File: src/rtl/fetch_controller.sv
// fetch_controller: sequences the SLC-3 instruction fetch.
// Steps MAR<-PC / PC<-PC+1, holds a multi-cycle memory read into MDR,
// loads IR from MDR, then pauses with IR on the LEDs until Continue is
// pressed and released.
//
// state  | meaning
// -------+------------------------------------------------------------
// HALTED | idle after reset; waits for Run
// S18    | MAR<-PC, PC<-PC+1 (GatePC, LD_MAR, LD_PC)
// S33    | memory read held for MEM_WAIT cycles; LD_MDR in the last one
// S35    | IR<-MDR (GateMDR, LD_IR); fetch_count bumps at the closing edge
// PAUSE1 | IR shown on the LEDs; waits for Continue to rise
// PAUSE2 | waits for Continue to fall, so one press gives one fetch
//
// All outputs are registered.  They are decoded from the next state, so
// each output flop holds the Moore decode of the state flop beside it.
// Reset clears state and outputs together, so no partial load pulse
// can survive an asynchronous reset.
module fetch_controller #(
  parameter int MEM_WAIT = 2
) (
  input  logic        Clk,
  input  logic        Reset,
  input  logic        Run,
  input  logic        Continue,
  output logic        LD_MAR,
  output logic        LD_MDR,
  output logic        LD_IR,
  output logic        LD_PC,
  output logic        LD_LED,
  output logic        GatePC,
  output logic        GateMDR,
  output logic        GateALU,
  output logic        GateMARMUX,
  output logic [1:0]  PCMUX,
  output logic        MIO_EN,
  output logic        Mem_OE_N,
  output logic        Mem_WE_N,
  output logic [15:0] fetch_count,
  output logic        busy
);

  typedef enum logic [2:0] {
    HALTED = 3'd0,
    S18    = 3'd1,
    S33    = 3'd2,
    S35    = 3'd3,
    PAUSE1 = 3'd4,
    PAUSE2 = 3'd5
  } state_t;

  // The read ends when the counter reaches MEM_WAIT-1 (MEM_WAIT is 1..15).
  localparam logic [3:0] WAIT_LAST = 4'(MEM_WAIT - 1);

  state_t      state_q, state_d;
  logic [3:0]  wait_q, wait_d;
  logic [15:0] fetch_count_q, fetch_count_d;

  logic ld_mar_q, ld_mar_d;
  logic ld_mdr_q, ld_mdr_d;
  logic ld_ir_q, ld_ir_d;
  logic ld_pc_q, ld_pc_d;
  logic ld_led_q, ld_led_d;
  logic gate_pc_q, gate_pc_d;
  logic gate_mdr_q, gate_mdr_d;
  logic mio_en_q, mio_en_d;
  logic mem_oe_n_q, mem_oe_n_d;
  logic busy_q, busy_d;

  // Next-state, wait counter and fetch counter.
  always_comb begin
    state_d       = state_q;
    wait_d        = wait_q;
    fetch_count_d = fetch_count_q;
    case (state_q)
      HALTED: begin
        if (Run) state_d = S18;
      end
      S18: begin
        state_d = S33;
        wait_d  = 4'd0;
      end
      S33: begin
        if (wait_q == WAIT_LAST) begin
          state_d = S35;
          wait_d  = 4'd0;
        end else begin
          wait_d = wait_q + 4'd1;
        end
      end
      S35: begin
        fetch_count_d = fetch_count_q + 16'd1;
        state_d       = PAUSE1;
      end
      PAUSE1: begin
        if (Continue) state_d = PAUSE2;
      end
      PAUSE2: begin
        if (!Continue) state_d = S18;
      end
      default: begin
        state_d = HALTED;
        wait_d  = 4'd0;
      end
    endcase
  end

  // Output decode for the state being entered, so the flops line up with it.
  always_comb begin
    ld_mar_d   = 1'b0;
    ld_mdr_d   = 1'b0;
    ld_ir_d    = 1'b0;
    ld_pc_d    = 1'b0;
    ld_led_d   = 1'b0;
    gate_pc_d  = 1'b0;
    gate_mdr_d = 1'b0;
    mio_en_d   = 1'b0;
    mem_oe_n_d = 1'b1;
    busy_d     = (state_d != HALTED);
    case (state_d)
      S18: begin
        gate_pc_d = 1'b1;
        ld_mar_d  = 1'b1;
        ld_pc_d   = 1'b1;
      end
      S33: begin
        mem_oe_n_d = 1'b0;
        mio_en_d   = 1'b1;
        ld_mdr_d   = (wait_d == WAIT_LAST);
      end
      S35: begin
        gate_mdr_d = 1'b1;
        ld_ir_d    = 1'b1;
      end
      PAUSE1: begin
        ld_led_d = 1'b1;
      end
      default: ;
    endcase
  end

  // State, counters and registered outputs.
  always_ff @(posedge Clk or posedge Reset) begin
    if (Reset) begin
      state_q       <= HALTED;
      wait_q        <= 4'd0;
      fetch_count_q <= 16'h0000;
      ld_mar_q      <= 1'b0;
      ld_mdr_q      <= 1'b0;
      ld_ir_q       <= 1'b0;
      ld_pc_q       <= 1'b0;
      ld_led_q      <= 1'b0;
      gate_pc_q     <= 1'b0;
      gate_mdr_q    <= 1'b0;
      mio_en_q      <= 1'b0;
      mem_oe_n_q    <= 1'b1;
      busy_q        <= 1'b0;
    end else begin
      state_q       <= state_d;
      wait_q        <= wait_d;
      fetch_count_q <= fetch_count_d;
      ld_mar_q      <= ld_mar_d;
      ld_mdr_q      <= ld_mdr_d;
      ld_ir_q       <= ld_ir_d;
      ld_pc_q       <= ld_pc_d;
      ld_led_q      <= ld_led_d;
      gate_pc_q     <= gate_pc_d;
      gate_mdr_q    <= gate_mdr_d;
      mio_en_q      <= mio_en_d;
      mem_oe_n_q    <= mem_oe_n_d;
      busy_q        <= busy_d;
    end
  end

  assign LD_MAR      = ld_mar_q;
  assign LD_MDR      = ld_mdr_q;
  assign LD_IR       = ld_ir_q;
  assign LD_PC       = ld_pc_q;
  assign LD_LED      = ld_led_q;
  assign GatePC      = gate_pc_q;
  assign GateMDR     = gate_mdr_q;
  assign MIO_EN      = mio_en_q;
  assign Mem_OE_N    = mem_oe_n_q;
  assign busy        = busy_q;
  assign fetch_count = fetch_count_q;

  // Execute-phase drivers; never used during fetch.
  assign GateALU    = 1'b0;
  assign GateMARMUX = 1'b0;
  // PC+1 is the only source used by fetch.
  assign PCMUX      = 2'b00;
  // Fetch only reads memory.
  assign Mem_WE_N   = 1'b1;

endmodule

File: config.mk
export PLATFORM = sky130hd
export DESIGN_NAME = fetch_controller
export DESIGN_NICKNAME = d
export VERILOG_FILES = /design/src/rtl/fetch_controller.sv
export SDC_FILE = /design/constraint.sdc
export NUM_CORES = 1
export LEC_CHECK = 0
export BUFFER_PORTS_ARGS = -buffer_cell sky130_fd_sc_hd__clkbuf_2
export CAP_MARGIN = 20
export CELL_PAD_IN_SITES_DETAIL_PLACEMENT = 1
export CELL_PAD_IN_SITES_GLOBAL_PLACEMENT = 1
export CORE_MARGIN = 2
export CORE_UTILIZATION = 36
export CTS_CLUSTER_DIAMETER = 80
export DETAILED_ROUTE_END_ITERATION = 12
export PLACE_DENSITY = 0.69
export SYNTH_ARGS = -nofsm -noshare
export SYNTH_HDL_FRONTEND = slang
export SYNTH_SLANG_ARGS = --single-unit
File: constraint.sdc
create_clock -name Clk -period 1.6 [get_ports Clk]
set_input_delay 0.08 -clock Clk [delete_from_list [all_inputs] [get_ports Clk]]
set_output_delay 0.08 -clock Clk [all_outputs]
set_load 0.01 [all_outputs]
==> results.cfg, run 1 <==
[synth]
synth_area_leaders = dfrtp_1 (50%), xnor2_1 (5.4%), buf_4 (5.2%), xor2_1 (3.6%), nand3_1 (3.1%)
yosys_most_used_dff = dfrtp_1
synth_enable_flop_cells = 0
yosysMostFrequentCell = dfrtp_1
synth_cell_types = 37
avgSynthCellArea_um2 = 10.9
synth_area_mm2 = 0.00145
ys_seq_area_frac = 0.517
postSynthCellCount = 133
synth_top_area_frac = 0.499
synthArstFlopShare = 1.00
synth_top_cell_by_area = dfrtp_1
ys_ff_latch = 30
ys_warn_count = 0
ys_top_cells_by_count = dfrtp_1 (29), nand2_1 (11), buf_4 (10)

[grt]
grt-ovfl-total = 0
grt_pass1_vias = 1170
grt_use_total = 0.160
grt_pass1_wl_mm = 5.28
grt_max_degree = 31
antenna_found_initial = 0

[power_and_ir_drop]
power_density_mw_per_mm2 = 1580
total_power_mw = 2.93
peakVddDrop_mv = 0.723
p_leak_nw = 0.934

[clock_network]
cts_sinks = 30
clk_pin_slew_worst_paths_ps = 60
cts_buffers = 5
clkLatencyLatePin_ps = 280
htree_levels = 2
cts_root_buf = clkbuf_8
cts_tree = yes
clock_path_buffers = 2

[route]
drt-initial-drc-count = 22
wl_met3_um = 168
met2_wirelength_mm = 1.59
antenna_left = 0
top_layer = met4
drtPass1Iterations = 4
vias = 1128
route.detailed.drc = 0
m1WireLength_mm = 1.40
wl_mm = 3.24
wl_per_cell_um = 14.1
vias_per_cell = 4.90

[die]
fp.dieW_um = 67.6
coreArea_mm2 = 0.00394
rows = 23
start_util = 0.369
top_level_ports = 35
chipHeight_um = 67.6
fp.dieArea_mm2 = 0.00456

[timing]
fin_skew_ps = 7.28
finalSetupViolations = 3
rsz0062_at_grt = true
worst_slack_ps = -96.2
period_share = 1.06
tns_ps = -172
max_freq_ghz = 0.590
final_max_slew_viol_count = 0
hold_viol = 0
hold_ws_ps = 73.5
period_minus_slack_ps = 1700

[placed_design]
place_ws_ps = -181
placed_cell_area_mm2 = 0.00166
routabilityCongestion = 0.711
dpl.hpwl_mm = 2.34
port_buffers = 29

[critical_path]
crit_slowest_cell = or3b_4
arrival_ps = 1860
crit_path_max_fanout = 6
worstPathRequired_ps = 1760
critPathKind = reg2reg
cp_cell_sequence = inv_2 > ha_4 > or3b_4 > mux2_4 > o32ai_4 > nor2b_2
worstSetupStartpointType = flop
end_kind = flop
cpPeakStageDelay_ps = 410

[worst_hold_path]
min_path_type = in2reg

[final_layout]
area.growth.synth_to_final_pct = 27.6
layout.nets = 186
drive_gt1_frac = 0.372
num-fill-cells = 462
fin_area_mm2 = 0.00186
diodes = 0

[status]
status = finished, violations left
violations = setup timing

[flow_run]
drv_cap = 0
-- critical path, delay by kind of cell, from the launching register on --
family / cells / cell delay, ps
compound gates: 1 / 240
fa+ha+maj: 1 / 110
buf+inv: 1 / 80
flops: 1 / 390
mux: 1 / 290
simple gates: 2 / 480
-- routing by layer --
metal | global-route usage | up-vias
li1 | - | 526
met1 | 0.166 | 559
met2 | 0.281 | 32
met3 | 0.0633 | 11
met4 | 0.0714 | 0
met5 | 0 | -
-- final timing paths --
check	slack [ps]	cells past startpoint	startpoint	end
min in group asynchronous	410	4	Reset	fetch_count[8]$_DFFE_PP0P_
worst max-delay path	-100	6	wait_q[1]$_DFF_PP0_	LD_LED$_DFF_PP0_
worst max register to register	-100	6	wait_q[1]$_DFF_PP0_	LD_LED$_DFF_PP0_
worst min register to register	470	1	fetch_count[15]$_DFFE_PP0P_	fetch_count[15]$_DFFE_PP0P_
worst min-delay path	70	3	Run	busy$_DFF_PP0_
max in group asynchronous	880	4	Reset	Mem_OE_N$_DFF_PP1_
-- flip-flops by register name (all words and copies together) (netlist names) --
name and count:
state_q 3, Mem_OE_N 1, wait_q 4, fetch_count 16, GateMDR 1, LD_LED 1, LD_MDR 1, busy 1
GatePC 1, MIO_EN 1
-- layout make-up --
| class | instances | area [µm²] | share of cell area |
|---|---|---|---|
| Inverter | 5 | 18.8 | 0.0101 |
| Sequential cell | 30 | 752 | 0.405 |
| Clock inverter | 1 | 5.00 | 0.00270 |
| Clock buffer | 7 | 86.3 | 0.0465 |
| Multi-Input combinational cell | 89 | 637 | 0.343 |
| Timing Repair Buffer | 48 | 294 | 0.158 |
| Tap cell | 50 | 62.6 | 0.0337 |
-- stage by stage --
step                utilization  std cells
floorplan                     -        136
global placement          0.422        214
detailed placement        0.422        214
CTS                       0.459        227
global route              0.471        230
finish                    0.471        230
-- timing repair --
item,4_1_cts,5_1_grt
buffers inserted,4,3
hold buffers,1,0
gates cloned,0,0
pin swaps,0,3
setup endpoints to repair,3,3
gates resized for setup,4,4
hold endpoints to repair,29,0
-- cell families after synthesis --
group           synth area share
xor+xnor                  0.0904
mux                       0.0103
other cells              0.00517
simple gates               0.209
flops                      0.517
compound gates            0.0663
buf+inv                   0.0757
fa+ha+maj                 0.0258
-- power breakdown --
group / leakage [nW] / internal, mW / switching, mW / total (mW)
clock network: 0.0482 / 0.346 / 0.279 / 0.625
registers: 0.399 / 0.948 / 0.163 / 1.11
logic: 0.487 / 0.595 / 0.600 / 1.19
-- layout by cell type (no fill, tap or decap), types with 3 or more instances in the layout --
cell type,count
dfrtp_1,29
clkbuf_2,29
buf_4,17
nand2_1,11
xnor2_1,9
nand3_1,9
xor2_1,6
clkbuf_8,6
conb_1,5
inv_1,4
nand2b_1,4
a21oi_1,4
nor2_1,4
o21ai_0,3
nand4_1,3
(Power assumes the default switching activity.)
==> run 2: changes to the inputs <==
Settings changed: BUFFER_PORTS_ARGS -buffer_cell sky130_fd_sc_hd__clkbuf_2 to default, CORE_UTILIZATION 36 to 43, DONT_BUFFER_PORTS from default to 1, PLACE_DENSITY 0.69 to 0.7.
==> run 2 against run 1 <==
The run still ends with setup timing left. Register-to-register slack is essentially flat. Fmax grew 0.16%. Final cell count shrank 13%. Clock power fell by 23%. Via count down 9.0%. Critical path type unchanged.
==> results.cfg, run 2 (synthesized netlist as in run 1, its figures left out) <==
[route]
vias_per_cell = 5.14
vias = 1027
antenna_left = 0
route.detailed.drc = 0
wl_per_cell_um = 16.2
wl_mm = 3.24
drtPass1Iterations = 4
drt-initial-drc-count = 19

[timing]
max_freq_ghz = 0.590
fin_skew_ps = 9.50
rsz0062_at_grt = true
hold_ws_ps = 276
tns_ps = -194
hold_viol = 0
final_max_slew_viol_count = 0
worst_slack_ps = -93.5
period_share = 1.06
finalSetupViolations = 3
period_minus_slack_ps = 1690

[critical_path]
worstPathRequired_ps = 1840
crit-reg2reg-launch = wait_q[1]$_DFF_PP0_
worstSetupStartpointType = flop
rr_endpoint = LD_MDR$_DFF_PP0_
critPathKind = reg2reg
crit_path_max_fanout = 5
arrival_ps = 1930
r2r_slack_ps = -90
reg2reg_depth = 7
end_kind = flop

[final_layout]
most-common-layout-cells = dfrtp_1 (28), buf_4 (19), nand2_1 (11)
drive_gt1_frac = 0.292
final_cells = 200
num-fill-cells = 377
fin_area_mm2 = 0.00173
largest_register_ffs = 16
area.growth.synth_to_final_pct = 19.2
layout.nets = 160
diodes = 0
layout_commonest_cell = dfrtp_1

[grt]
grt-ovfl-total = 0
grt_use_total = 0.180
grt_max_degree = 31
antenna_found_initial = 0
grt_pass1_wl_mm = 5.37
grt_pass1_vias = 1124

[clock_network]
cts_tree = yes
clk_pin_slew_worst_paths_ps = 100
cts_root_buf = clkbuf_4
htree_levels = 2
cts_sinks = 30
cts_buffers = 5
clkLatencyLatePin_ps = 330
clock_path_buffers = 2

[die]
rows = 21
top_level_ports = 35
fp.dieW_um = 62.1
fp.dieArea_mm2 = 0.00386
coreArea_mm2 = 0.00328
chipHeight_um = 62.1
start_util = 0.443

[power_and_ir_drop]
power_density_mw_per_mm2 = 1580
peakVddDrop_mv = 0.674
p_leak_nw = 0.812

[placed_design]
routabilityCongestion = 0.729
place_ws_ps = -168
placedCellCount = 185
port_buffers = 0
placed_cell_area_mm2 = 0.00154
dpl.hpwl_mm = 2.25

[status]
violations = setup timing
status = finished, violations left

[flow_run]
drv_cap = 0

[worst_hold_path]
min_path_type = in2async
## run 2: through the flow
step	utilization	power, mW
after floorplan	-	1.81
after global placement	0.470	1.98
after detailed placement	0.470	2.06
after CTS	0.507	2.61
after global routing	0.528	2.94
final	0.528	2.74
## run 2: how the worst max path moves through the flow
stage                              startpoint          endpoint  cells after the start
after floorplan           wait_q[1]$_DFF_PP0_  LD_LED$_DFF_PP0_                      7
after global placement    wait_q[1]$_DFF_PP0_  LD_LED$_DFF_PP0_                      6
after detailed placement  wait_q[1]$_DFF_PP0_  LD_LED$_DFF_PP0_                      6
after CTS                 wait_q[1]$_DFF_PP0_  LD_LED$_DFF_PP0_                      6
after global routing      wait_q[1]$_DFF_PP0_  LD_LED$_DFF_PP0_                      6
final                     wait_q[1]$_DFF_PP0_  LD_MDR$_DFF_PP0_                      7
## run 2: layout make-up
class / count / area, µm² / area share
flip-flops and latches: 30 / 753 / 0.435
multi-input cells: 89 / 671 / 0.387
repair buffers: 22 / 173 / 0.0996
well taps: 46 / 57.6 / 0.0332
clock buffers: 7 / 55.1 / 0.0318
clock inverters: 1 / 5.00 / 0.00289
inverters: 5 / 18.8 / 0.0108
## run 2: critical path, stage by stage, from the launching register on
cell	delay, ps
dfrtp_1	400
inv_2	90
ha_4	120
or3b_4	400
buf_4	160
a31oi_2	140
a31oi_2	70
nor4_2	220
## run 2: power breakdown
group | total (mW) | switching [mW] | internal, mW
registers | 1.18 | 0.229 | 0.950
clock network | 0.480 | 0.267 | 0.213
logic | 1.08 | 0.549 | 0.532
## run 2: routing by layer
| layer | global-route usage | vias up | wire length, µm |
|---|---|---|---|
| li1 | - | 476 | - |
| met1 | 0.203 | 509 | 1280 |
| met2 | 0.306 | 34 | 1650 |
| met3 | 0.0761 | 8 | 233 |
| met4 | 0.0667 | 0 | 72 |
| met5 | 0 | - | 0 |
## run 2: what timing repair did
| action | 4_1_cts | 5_1_grt |
|---|---|---|
| buffers inserted | 2 | 2 |
| endpoints found under the setup margin | 3 | 6 |
| hold buffers | 3 | 0 |
| endpoints found under the hold margin | 34 | 0 |
| pin swaps | 2 | 2 |
| resized for setup | 4 | 10 |
